## config.mk

```make
export PLATFORM = sky130hd
export DESIGN_NAME = smart_toilet_seq
export DESIGN_NICKNAME = d
export VERILOG_FILES = /design/src/rtl/smart_toilet_seq_pkg.sv /design/src/rtl/smart_toilet_seq_phase_timer.sv /design/src/rtl/smart_toilet_seq.sv
export SDC_FILE = /design/constraint.sdc
export NUM_CORES = 1
export LEC_CHECK = 0
export ABC_CLOCK_PERIOD_IN_PS = 8400
export BUFFER_PORTS_ARGS = -buffer_cell sky130_fd_sc_hd__buf_2
export CORE_AREA = 2 2 71 73
export DETAILED_ROUTE_END_ITERATION = 7
export DIE_AREA = 0 0 73 75
export MAX_ROUTING_LAYER = met4
export PLACE_DENSITY = 0.68
export SLEW_MARGIN = 5
export SYNTH_ARGS = -nofsm -noshare
export SYNTH_HDL_FRONTEND = slang
export SYNTH_SLANG_ARGS = --single-unit
```

## constraint.sdc

```tcl
create_clock -name clk -period 8.4 [get_ports clk]
set_input_delay 1.68 -clock clk [delete_from_list [all_inputs] [get_ports clk]]
set_output_delay 1.68 -clock clk [all_outputs]
set_load 0.05 [all_outputs]
```

## src/rtl/smart_toilet_seq_pkg.sv

```systemverilog
`default_nettype none
// ============================================================================
// Module  : smart_toilet_seq_pkg
// Brief   : Phase encodings and per-phase valve masks for the assay sequencer.
// Revision: 1.0  initial release
// ============================================================================
package smart_toilet_seq_pkg;

    typedef enum logic [2:0] {
        PH_IDLE  = 3'd0,
        PH_PRIME = 3'd1,
        PH_MIX0  = 3'd2,
        PH_LOAD3 = 3'd3,
        PH_MIX1  = 3'd4,
        PH_DISP  = 3'd5,
        PH_FLUSH = 3'd6
    } phase_t;

    // Mask bit order: {soln1, soln2, soln3, out, waste}
    localparam logic [4:0] MASK_IDLE  = 5'b00000;
    localparam logic [4:0] MASK_PRIME = 5'b01001;
    localparam logic [4:0] MASK_MIX0  = 5'b11001;
    localparam logic [4:0] MASK_LOAD3 = 5'b00101;
    localparam logic [4:0] MASK_MIX1  = 5'b11101;
    localparam logic [4:0] MASK_DISP  = 5'b11110;
    localparam logic [4:0] MASK_FLUSH = 5'b01001;
    localparam logic [4:0] HOLD_MASK  = 5'b00001;

    function automatic logic [4:0] phase_mask(input phase_t p);
        case (p)
            PH_PRIME: phase_mask = MASK_PRIME;
            PH_MIX0:  phase_mask = MASK_MIX0;
            PH_LOAD3: phase_mask = MASK_LOAD3;
            PH_MIX1:  phase_mask = MASK_MIX1;
            PH_DISP:  phase_mask = MASK_DISP;
            PH_FLUSH: phase_mask = MASK_FLUSH;
            default:  phase_mask = MASK_IDLE;
        endcase
    endfunction

endpackage
`default_nettype wire

```

## src/rtl/smart_toilet_seq_phase_timer.sv

```systemverilog
`default_nettype none
// ============================================================================
// Module  : phase_timer
// Brief   : Loadable down-counter timing the dwell of each sequencer phase.
// Revision: 1.0  initial release
// ============================================================================
module phase_timer #(
    parameter int CNT_W = 16
) (
    input  logic             clk,
    input  logic             rst,
    input  logic             load,
    input  logic [CNT_W-1:0] load_val,
    input  logic             en,
    output logic [CNT_W-1:0] cnt,
    output logic             zero
);

    always_ff @(posedge clk) begin
        if (rst) begin
            cnt <= '0;
        end else if (load) begin
            cnt <= load_val;
        end else if (en) begin
            cnt <= cnt - 1'b1;
        end
    end

    assign zero = (cnt == '0);

endmodule
`default_nettype wire

```

## src/rtl/smart_toilet_seq.sv

```systemverilog
`default_nettype none
// ============================================================================
// Module  : smart_toilet_seq
// Brief   : Timed valve/pump sequencer: prime, mix0, load3, mix1, dispense, flush.
// Revision: 1.0  initial release
// ============================================================================
module smart_toilet_seq
    import smart_toilet_seq_pkg::*;
#(
    parameter int CNT_W   = 16,
    parameter int T_PRIME = 400,
    parameter int T_MIX0  = 200,
    parameter int T_LOAD3 = 900,
    parameter int T_MIX1  = 300,
    parameter int T_DISP  = 150,
    parameter int T_FLUSH = 250
) (
    input  logic       clk,
    input  logic       rst,
    input  logic       start,
    input  logic       abort,
    input  logic       hold,
    output logic       valve_soln1,
    output logic       valve_soln2,
    output logic       valve_soln3,
    output logic       valve_out,
    output logic       valve_waste,
    output logic       pump_en,
    output logic       busy,
    output logic       done,
    output logic       err,
    output logic [2:0] phase,
    output logic [7:0] run_count
);

    localparam longint MAXV = (64'd1 << CNT_W) - 64'd1;

    if (T_PRIME < 1 || T_PRIME > MAXV || T_MIX0 < 1 || T_MIX0 > MAXV ||
        T_LOAD3 < 1 || T_LOAD3 > MAXV || T_MIX1 < 1 || T_MIX1 > MAXV ||
        T_DISP  < 1 || T_DISP  > MAXV || T_FLUSH < 1 || T_FLUSH > MAXV) begin : g_param_check
        $error("smart_toilet_seq: every T_* must lie in 1..2^CNT_W-1");
    end

    function automatic logic [CNT_W-1:0] reload(input phase_t p);
        case (p)
            PH_PRIME: reload = CNT_W'(T_PRIME - 1);
            PH_MIX0:  reload = CNT_W'(T_MIX0 - 1);
            PH_LOAD3: reload = CNT_W'(T_LOAD3 - 1);
            PH_MIX1:  reload = CNT_W'(T_MIX1 - 1);
            PH_DISP:  reload = CNT_W'(T_DISP - 1);
            PH_FLUSH: reload = CNT_W'(T_FLUSH - 1);
            default:  reload = '0;
        endcase
    endfunction

    phase_t           state;
    phase_t           nxt;
    logic             tmr_load;
    logic [CNT_W-1:0] tmr_val;
    logic             tmr_en;
    logic [CNT_W-1:0] tmr_cnt;
    logic             tmr_zero;
    logic             abort_take;
    logic             hold_take;
    logic             accept;
    logic             fin;

    phase_timer #(.CNT_W(CNT_W)) u_timer (
        .clk      (clk),
        .rst      (rst),
        .load     (tmr_load),
        .load_val (tmr_val),
        .en       (tmr_en),
        .cnt      (tmr_cnt),
        .zero     (tmr_zero)
    );

    // Priority inside a run: abort, then hold, then timer expiry.
    always_comb begin
        nxt        = state;
        tmr_load   = 1'b0;
        tmr_val    = '0;
        tmr_en     = 1'b0;
        abort_take = 1'b0;
        hold_take  = 1'b0;
        case (state)
            PH_IDLE: begin
                if (start && !abort) begin
                    nxt      = PH_PRIME;
                    tmr_load = 1'b1;
                    tmr_val  = reload(PH_PRIME);
                end
            end
            PH_PRIME, PH_MIX0, PH_LOAD3, PH_MIX1, PH_DISP: begin
                if (abort) begin
                    abort_take = 1'b1;
                    nxt        = PH_FLUSH;
                    tmr_load   = 1'b1;
                    tmr_val    = reload(PH_FLUSH);
                end else if (hold) begin
                    hold_take = 1'b1;
                end else if (tmr_zero) begin
                    nxt      = phase_t'(state + 3'd1);
                    tmr_load = 1'b1;
                    tmr_val  = reload(nxt);
                end else begin
                    tmr_en = (tmr_cnt != '0);
                end
            end
            PH_FLUSH: begin
                if (hold) begin
                    hold_take = 1'b1;
                end else if (tmr_zero) begin
                    nxt = PH_IDLE;
                end else begin
                    tmr_en = (tmr_cnt != '0);
                end
            end
            default: nxt = PH_IDLE;
        endcase
    end

    assign accept = (state == PH_IDLE) && (nxt == PH_PRIME);
    assign fin    = (state == PH_FLUSH) && (nxt == PH_IDLE);

    always_ff @(posedge clk) begin
        if (rst) begin
            state     <= PH_IDLE;
            {valve_soln1, valve_soln2, valve_soln3, valve_out, valve_waste} <= MASK_IDLE;
            pump_en   <= 1'b0;
            busy      <= 1'b0;
            done      <= 1'b0;
            err       <= 1'b0;
            run_count <= 8'd0;
        end else begin
            state <= nxt;
            {valve_soln1, valve_soln2, valve_soln3, valve_out, valve_waste} <=
                hold_take ? HOLD_MASK : phase_mask(nxt);
            pump_en <= (nxt != PH_IDLE) && !hold_take;
            busy    <= (nxt != PH_IDLE);
            done    <= fin;
            if (abort_take) begin
                err <= 1'b1;
            end else if (accept) begin
                err <= 1'b0;
            end
            // err still flags an aborted run when its flush completes.
            if (fin && !err) begin
                run_count <= run_count + 8'd1;
            end
        end
    end

    assign phase = state;

endmodule
`default_nettype wire
```

Yosys cells after proc, flatten, opt, wreduce, memory -nomap -nowiden
Cells that the tools add are included.
{"block": "op_classes", "mux": 33, "addsub": 3, "eq_ne": 18, "n_reduce_logical": 18}
{"cell": "$pmux W10 S6", "n": 1}
{"cell": "$mux W16", "n": 2}
{"cell": "$mux W10", "n": 3}
{"cell": "$eq A3 B3 Y1 const B", "n": 9}
{"cell": "$pmux W5 S5", "n": 1}
{"cell": "$pmux W10 S2", "n": 1}
{"cell": "$eq A3 B2 Y1 const B", "n": 6}
{"cell": "$mux W3", "n": 6}
{"cell": "$logic_not A16 Y1", "n": 1}
{"cell": "$reduce_bool A16 Y1", "n": 1}
{"cell": "$sub A16 B1 Y16 const B", "n": 1}
{"cell": "$mux W1", "n": 14}
{"cell": "$eq A3 B1 Y1 const B", "n": 3}
{"cell": "$mux W9", "n": 1}
{"cell": "$pmux W3 S3", "n": 1}
{"cell": "$add A8 B1 Y8 const B", "n": 1}
{"cell": "$logic_not A3 Y1", "n": 2}
{"cell": "$pmux W1 S2", "n": 3}
{"cell": "$logic_and A1 B1 Y1", "n": 5}
{"cell": "$reduce_or A5 Y1", "n": 1}
{"cell": "$reduce_bool A2 Y1", "n": 2}
{"cell": "$reduce_or A2 Y1", "n": 2}
{"cell": "$add A3 B1 Y3 const B", "n": 1}
{"cell": "$logic_not A1 Y1", "n": 3}
{"cell": "$reduce_bool A3 Y1", "n": 1}
{"block": "word_totals", "in_bits": 5, "elab_cells": 84, "ff_bits": 36, "out_inout_bits": 20}

Logic depth before layout (Yosys ltp)
{"block": "depth", "ltp_word": 9, "depth_mapped": 11, "ltp_nobuf": 11}

By module
Synthesis repeated with hierarchy kept, for this count alone.
{"block": "unflattened", "hier_cells": 276, "hier_area_um2": 2324.7}
{"mod": "smart_toilet_seq", "cells_each": 177, "area_each_um2": 1443.9, "seq_area_each_um2": 400.4, "n_inst": 1}
{"mod": "phase_timer", "cells_each": 99, "area_each_um2": 880.8, "seq_area_each_um2": 320.3, "n_inst": 1}

Least setup slack after synthesis
OpenSTA, ideal clock, no wires.
{"block": "synth_path", "kind": "input port to flip-flop", "startpoint": "in abort", "endpoint": "reg u_timer.cnt[4]", "setup_slack_ps": 5044, "arrival_time_ps": 3261, "cell_stages": 8, "t_required_ps": 8305, "setup_ps": 95, "path_buffers": 2, "path_cell_list": "clkbuf_1 a21boi_0 a211oi_1 o21a_1 clkbuf_1 or2_2 o21ai_0 a221oi_1"}
{"block": "synth_via", "elab_chain_len": 5, "elab_cells_between_ends": 11, "classes_between": "mux (8); reduce/logical (3)"}
{"item": "start: declaration", "line_no": "smart_toilet_seq.sv:21", "source": "input logic abort,"}
{"item": "$logic_not A1 Y1", "line_no": "smart_toilet_seq.sv:88", "source": "if (start && !abort) begin"}
{"item": "$logic_and A1 B1 Y1", "line_no": "smart_toilet_seq.sv:88"}
{"item": "$mux W1", "line_no": "smart_toilet_seq.sv:88"}
{"item": "$pmux W1 S2", "line_no": "smart_toilet_seq.sv:86", "source": "case (state)"}
{"item": "$mux W16 or $reduce_bool A2 Y1 (tied branches)"}
{"item": "end signal: assignment", "line_no": "smart_toilet_seq_phase_timer.sv:23", "source": "cnt <= load_val;"}
{"item": "end signal: assignment", "line_no": "smart_toilet_seq_phase_timer.sv:25", "source": "cnt <= cnt - 1'b1;"}
{"item": "end: declaration", "line_no": "smart_toilet_seq_phase_timer.sv:15", "source": "output logic [CNT_W-1:0] cnt,"}
Parallel ways exist; a longest one is shown, timed or not.
A chain may end at the register's enable or synchronous reset.

Final worst setup path
{"block": "layout_path", "startpoint": "in hold", "endpoint": "reg run_count[6]"}
{"block": "layout_via", "elab_chain_len": 6, "elab_cells_between_ends": 7, "classes_between": "mux (4); reduce/logical (3)"}
{"item": "start: declaration", "line_no": "smart_toilet_seq.sv:22", "source": "input logic hold,"}
{"item": "$mux W3", "line_no": "smart_toilet_seq.sv:100", "source": "end else if (hold) begin"}
{"item": "$mux W3", "line_no": "smart_toilet_seq.sv:95", "source": "if (abort) begin"}
{"item": "$pmux W3 S3 (*)", "line_no": "smart_toilet_seq.sv:86"}
{"item": "$logic_not A3 Y1 (*)", "line_no": "smart_toilet_seq.sv:124", "source": "assign fin = (state == PH_FLUSH) && (nxt == PH_IDLE);"}
{"item": "$logic_and A1 B1 Y1 (*)", "line_no": "smart_toilet_seq.sv:124"}
{"item": "$logic_and A1 B1 Y1 (*)", "line_no": "smart_toilet_seq.sv:148", "source": "if (fin && !err) begin"}
{"item": "end signal: assignment", "line_no": "smart_toilet_seq.sv:149", "source": "run_count <= run_count + 8'd1;"}
{"item": "end: declaration", "line_no": "smart_toilet_seq.sv:33", "source": "output logic [7:0] run_count"}
Every way passes the cells marked *; elsewhere a longest branch is shown, timed or not.

==> reports/qor.csv <==
stage,metric,value,unit
status,run status,completed,
place,half-perimeter wire length of the detailed placement result,3990,um
pwr,part of the total power dissipated in combinational logic,0.603,
worst_setup_path,Worst path max stage delay,640,ps
clock_network,number of hold buffers added after CTS,0,
pwr,power spent charging and discharging nets,542,uW
pwr,switch share,0.516,
worst_setup_path,crit end category,register,
detailed_routing,Routed WL per cell,16.1,um
grt,overflow left after global routing,0,
logic_synthesis,async set-reset flop share out of synthesis,0,
detailed_routing,number of vias per cell,6.20,
logic_synthesis,Synth Area in XOR/XNOR,0.0388,
detailed_routing,total wire length,5630,um
logic_synthesis,Yosys cell types,58,
logic_synthesis,"EDFF count, synth",0,
finish,final layout net count,310,
pwr,relative contribution of sequential cells to total power,0.247,
clock_network,post-CTS setup buffer count,0,
logic_synthesis,Synth Area in Compound Gates,0.221,
sta,clock period minus worst slack,3650,ps
sta,RSZ-0062 raised after global routing,false,
pwr,proportion of power drawn by the clock network,0.151,
finish,final-layout fill cell count,459,
clock_network,Clock Tree Root,sky130_fd_sc_hd__clkbuf_8,
detailed_routing,residual antenna-violating net count after detailed routing,0,
die,Std-Cell Rows,25,
worst_setup_path,cell breakdown of the critical path,buf_2 > nor4_1 > o21ai_0 > o211ai_1 > o211ai_1 > or4_1 > a21oi_1,
worst_setup_path,Critical Path RT,8630,ps
die,IO Pins,25,
logic_synthesis,leading cell types by total area after synthesis,"sky130_fd_sc_hd__dfxtp_1, sky130_fd_sc_hd__ha_1, sky130_fd_sc_hd__nor2_1",
pwr,largest voltage drop on the vdd net,0.000192,V
clock_network,clock-pin slew on the worst setup and hold paths,80,ps
clock_network,CTS Sinks,36,
clock_network,total clock buffers created by CTS,5,
grt,number of global-route vias before repair,1995,
pwr,static leakage power,0.000992,uW
finish,fraction of final layout cells with drive strength greater than 1,0.142,
logic_synthesis,largest area contributor in the netlist,sky130_fd_sc_hd__dfxtp_1,
worst_setup_path,cell occurring most often along the worst timing path,sky130_fd_sc_hd__o211ai_1,
detailed_routing,number of detailed-routing iterations run before antenna repair,4,
die,die width,73,um
logic_synthesis,cell with the most instances after synthesis,sky130_fd_sc_hd__dfxtp_1,
die,Die Span Y,75,um
clock_network,deepest clock path buffer count,2,
grt,first-pass GRT wire length,9540,um
logic_synthesis,main combinational cell family by area after synthesis,simple AND/OR/NAND/NOR gates,
sta,period utilisation layout,0.435,
sta,actual transition at the worst max-transition pin,999,ps
sta,smallest hold slack,473,ps
finish,synthesis-to-finish area growth,10.8,%
logic_synthesis,area share of the leading cell type in the synthesized netlist,0.319,
grt,global-route usage over all layers,0.231,
sta,number of slew-limit violations in the final report,0,
logic_synthesis,proportion of synthesized area in mux cells,0.0139,
pwr,Pint,508,uW
sta,setup clock skew after layout,5.19,ps
sta,setup TNS,0,ps
die,Total Die Area,0.00548,sq mm
clock_network,clock latency on the worst-skew pair,290,ps
place,port bufs,24,
logic_synthesis,post-synth design cell area,0.00226,sq mm
sta,relative slew slack,0.331,
die,placeable core area,0.00466,sq mm
worst_setup_path,"critical path fanouts, max",15,
finish,number of antenna repair diodes,0,
min_path,type of the worst min-delay path,register to register,
worst_setup_path,Crit Path Category,primary input to register,
sta,Setup-failing EPs final,0,
detailed_routing,via count of the routed design,2171,
grt,antenna violations before repair,0,
logic_synthesis,Post-Synthesis Net Count,293,
clock_network,post-CTS sizing,0,
logic_synthesis,Yosys warnings,0,
detailed_routing,Post-route DRC,0,
logic_synthesis,post-synthesis sequential element count,36,
worst_setup_path,CP startpoint kind,primary input,
place,global placer's final weighted congestion,0.921,
sta,final hold viol count,0,
logic_synthesis,area share of fa/ha/maj cells after synthesis,0.0555,
logic_synthesis,post-synthesis sequential area ratio,0.319,
logic_synthesis,leading register cell type out of synthesis,sky130_fd_sc_hd__dfxtp_1,
logic_synthesis,top cells by instance count after synthesis,"sky130_fd_sc_hd__dfxtp_1, sky130_fd_sc_hd__nor2_1, sky130_fd_sc_hd__nor3_1, sky130_fd_sc_hd__a21oi_1, sky130_fd_sc_hd__nand2_1",
logic_synthesis,Avg Inst Size Synth,8.11,sq um
pwr,total power divided by cell area,420,mW/mm^2
worst_setup_path,critical path's slowest cell,sky130_fd_sc_hd__or4_1,
die,initial core utilization,0.484,
sta,achievable clock frequency,274,MHz
run,number of max-cap violations,0,
logic_synthesis,simple-gate area share of the yosys netlist,0.307,
detailed_routing,First DRT Iteration DRCs,258,
worst_setup_path,CP Data Arrival Time,3880,ps
clock_network,CTS tree,yes,
grt,maximum number of pins on one net before global-route repair,36,
clock_network,H-Tree Level Count,2,
logic_synthesis,synthesized instance count,278,
==> routing by layer <==
layer,part of all wire,vias to the layer above,track usage
li1,-,1083,-
met1,0.46,1018,0.298
met2,0.48,63,0.367
met3,0.044,7,0.0388
met4,0.016,0,0.0782
met5,0,-,-
==> state kept, by name, summed over array words and instances (netlist names) <==
| register | cells |
|---|---|
| phase | 3 |
| valve_out | 1 |
| done | 1 |
| run_count | 8 |
| pump_en | 1 |
| err | 1 |
| valve_soln1 | 1 |
| u_timer.cnt | 16 |
| valve_soln3 | 1 |
| valve_waste | 1 |
| busy | 1 |
| valve_soln2 | 1 |
==> final cells by class <==
type / count / area [sq um] / area share
inverter: 9 / 33.8 / 0.0135
clock buffer: 5 / 68.8 / 0.0275
multi-input combinational: 218 / 1440 / 0.574
tap: 54 / 67.6 / 0.0270
sequential: 36 / 721 / 0.288
timing repair buffer: 25 / 128 / 0.0511
clock inverter: 3 / 46.3 / 0.0185
==> power by group through the flow <==
stage                     registers, uW  logic, uW  clock network (uW)
final                               259        632                 158
after CTS                           258        626                 160
after detailed placement            261        621                   0
after global placement              262        618                   0
after floorplan                     324        435                   0
after global routing                266        696                 170
==> critical path, delay by kind of cell <==
family / cells / cell delay (ps)
AOI/OAI and AO/OA: 4 / 1040
buffers and inverters: 1 / 120
and+or+nand+nor: 2 / 1020
==> worst paths after layout <==
kind	end	cells after the start	from	slack (ps)
worst max-delay path	run_count[6]	7	hold	4750
worst min-delay path	run_count[7]	2	run_count[7]	470
worst max register to register	run_count[0]	9	u_timer.cnt[6]	4940
worst min register to register	run_count[7]	2	run_count[7]	470
==> stage by stage <==
stage,power (uW),worst slack (ps),util,std cells,cell area [sq um]
2_1_floorplan,759,5040,-,278,2260
3_3_place_gp,880,4580,0.512,342,2380
3_5_place_dp,882,4510,0.512,342,2380
4_1_cts,1040,4770,0.536,350,2500
5_1_grt,1130,4530,0.536,350,2500
6_report,1050,4750,0.536,350,2500
==> cells in the final DEF (no fill, tap or decap), types with 3 or more instances in the layout <==
| cell | Yosys | final |
|---|---|---|
| sky130_fd_sc_hd__and2_1 | 4 | 4 |
| sky130_fd_sc_hd__dfxtp_1 | 36 | 36 |
| sky130_fd_sc_hd__nor2_1 | 27 | 27 |
| sky130_fd_sc_hd__a211oi_1 | 4 | 4 |
| sky130_fd_sc_hd__or3_1 | 5 | 5 |
| sky130_fd_sc_hd__buf_2 | 2 | 24 |
| sky130_fd_sc_hd__or2_2 | 3 | 3 |
| sky130_fd_sc_hd__nor3_1 | 19 | 19 |
| sky130_fd_sc_hd__o21ai_0 | 5 | 5 |
| sky130_fd_sc_hd__o31ai_1 | 7 | 7 |
| sky130_fd_sc_hd__nor2b_1 | 5 | 5 |
| sky130_fd_sc_hd__a31oi_1 | 4 | 4 |
| sky130_fd_sc_hd__a21oi_1 | 17 | 17 |
| sky130_fd_sc_hd__ha_1 | 10 | 10 |
| sky130_fd_sc_hd__inv_1 | 9 | 9 |
| sky130_fd_sc_hd__nand2b_1 | 8 | 8 |
| sky130_fd_sc_hd__nand3_1 | 4 | 4 |
| sky130_fd_sc_hd__xnor2_1 | 9 | 9 |
| sky130_fd_sc_hd__o211ai_1 | 6 | 6 |
| sky130_fd_sc_hd__clkbuf_8 | 0 | 5 |
| sky130_fd_sc_hd__and3_1 | 3 | 3 |
| sky130_fd_sc_hd__nand2_1 | 14 | 14 |
| sky130_fd_sc_hd__or4_1 | 10 | 10 |
| sky130_fd_sc_hd__nand4_1 | 5 | 5 |
| sky130_fd_sc_hd__nor4_1 | 7 | 7 |
==> kinds of logic (layout without fill, tap and decap cells) <==
kind of cell	Yosys count	in the layout
muxes	3	3
and+or+nand+nor	125	125
AOI/OAI and AO/OA	70	70
buffers and inverters	24	42
DFF	36	36
adders and majority gates	10	10
xor gates and xnor gates	10	10
(Power assumes the default switching activity.)
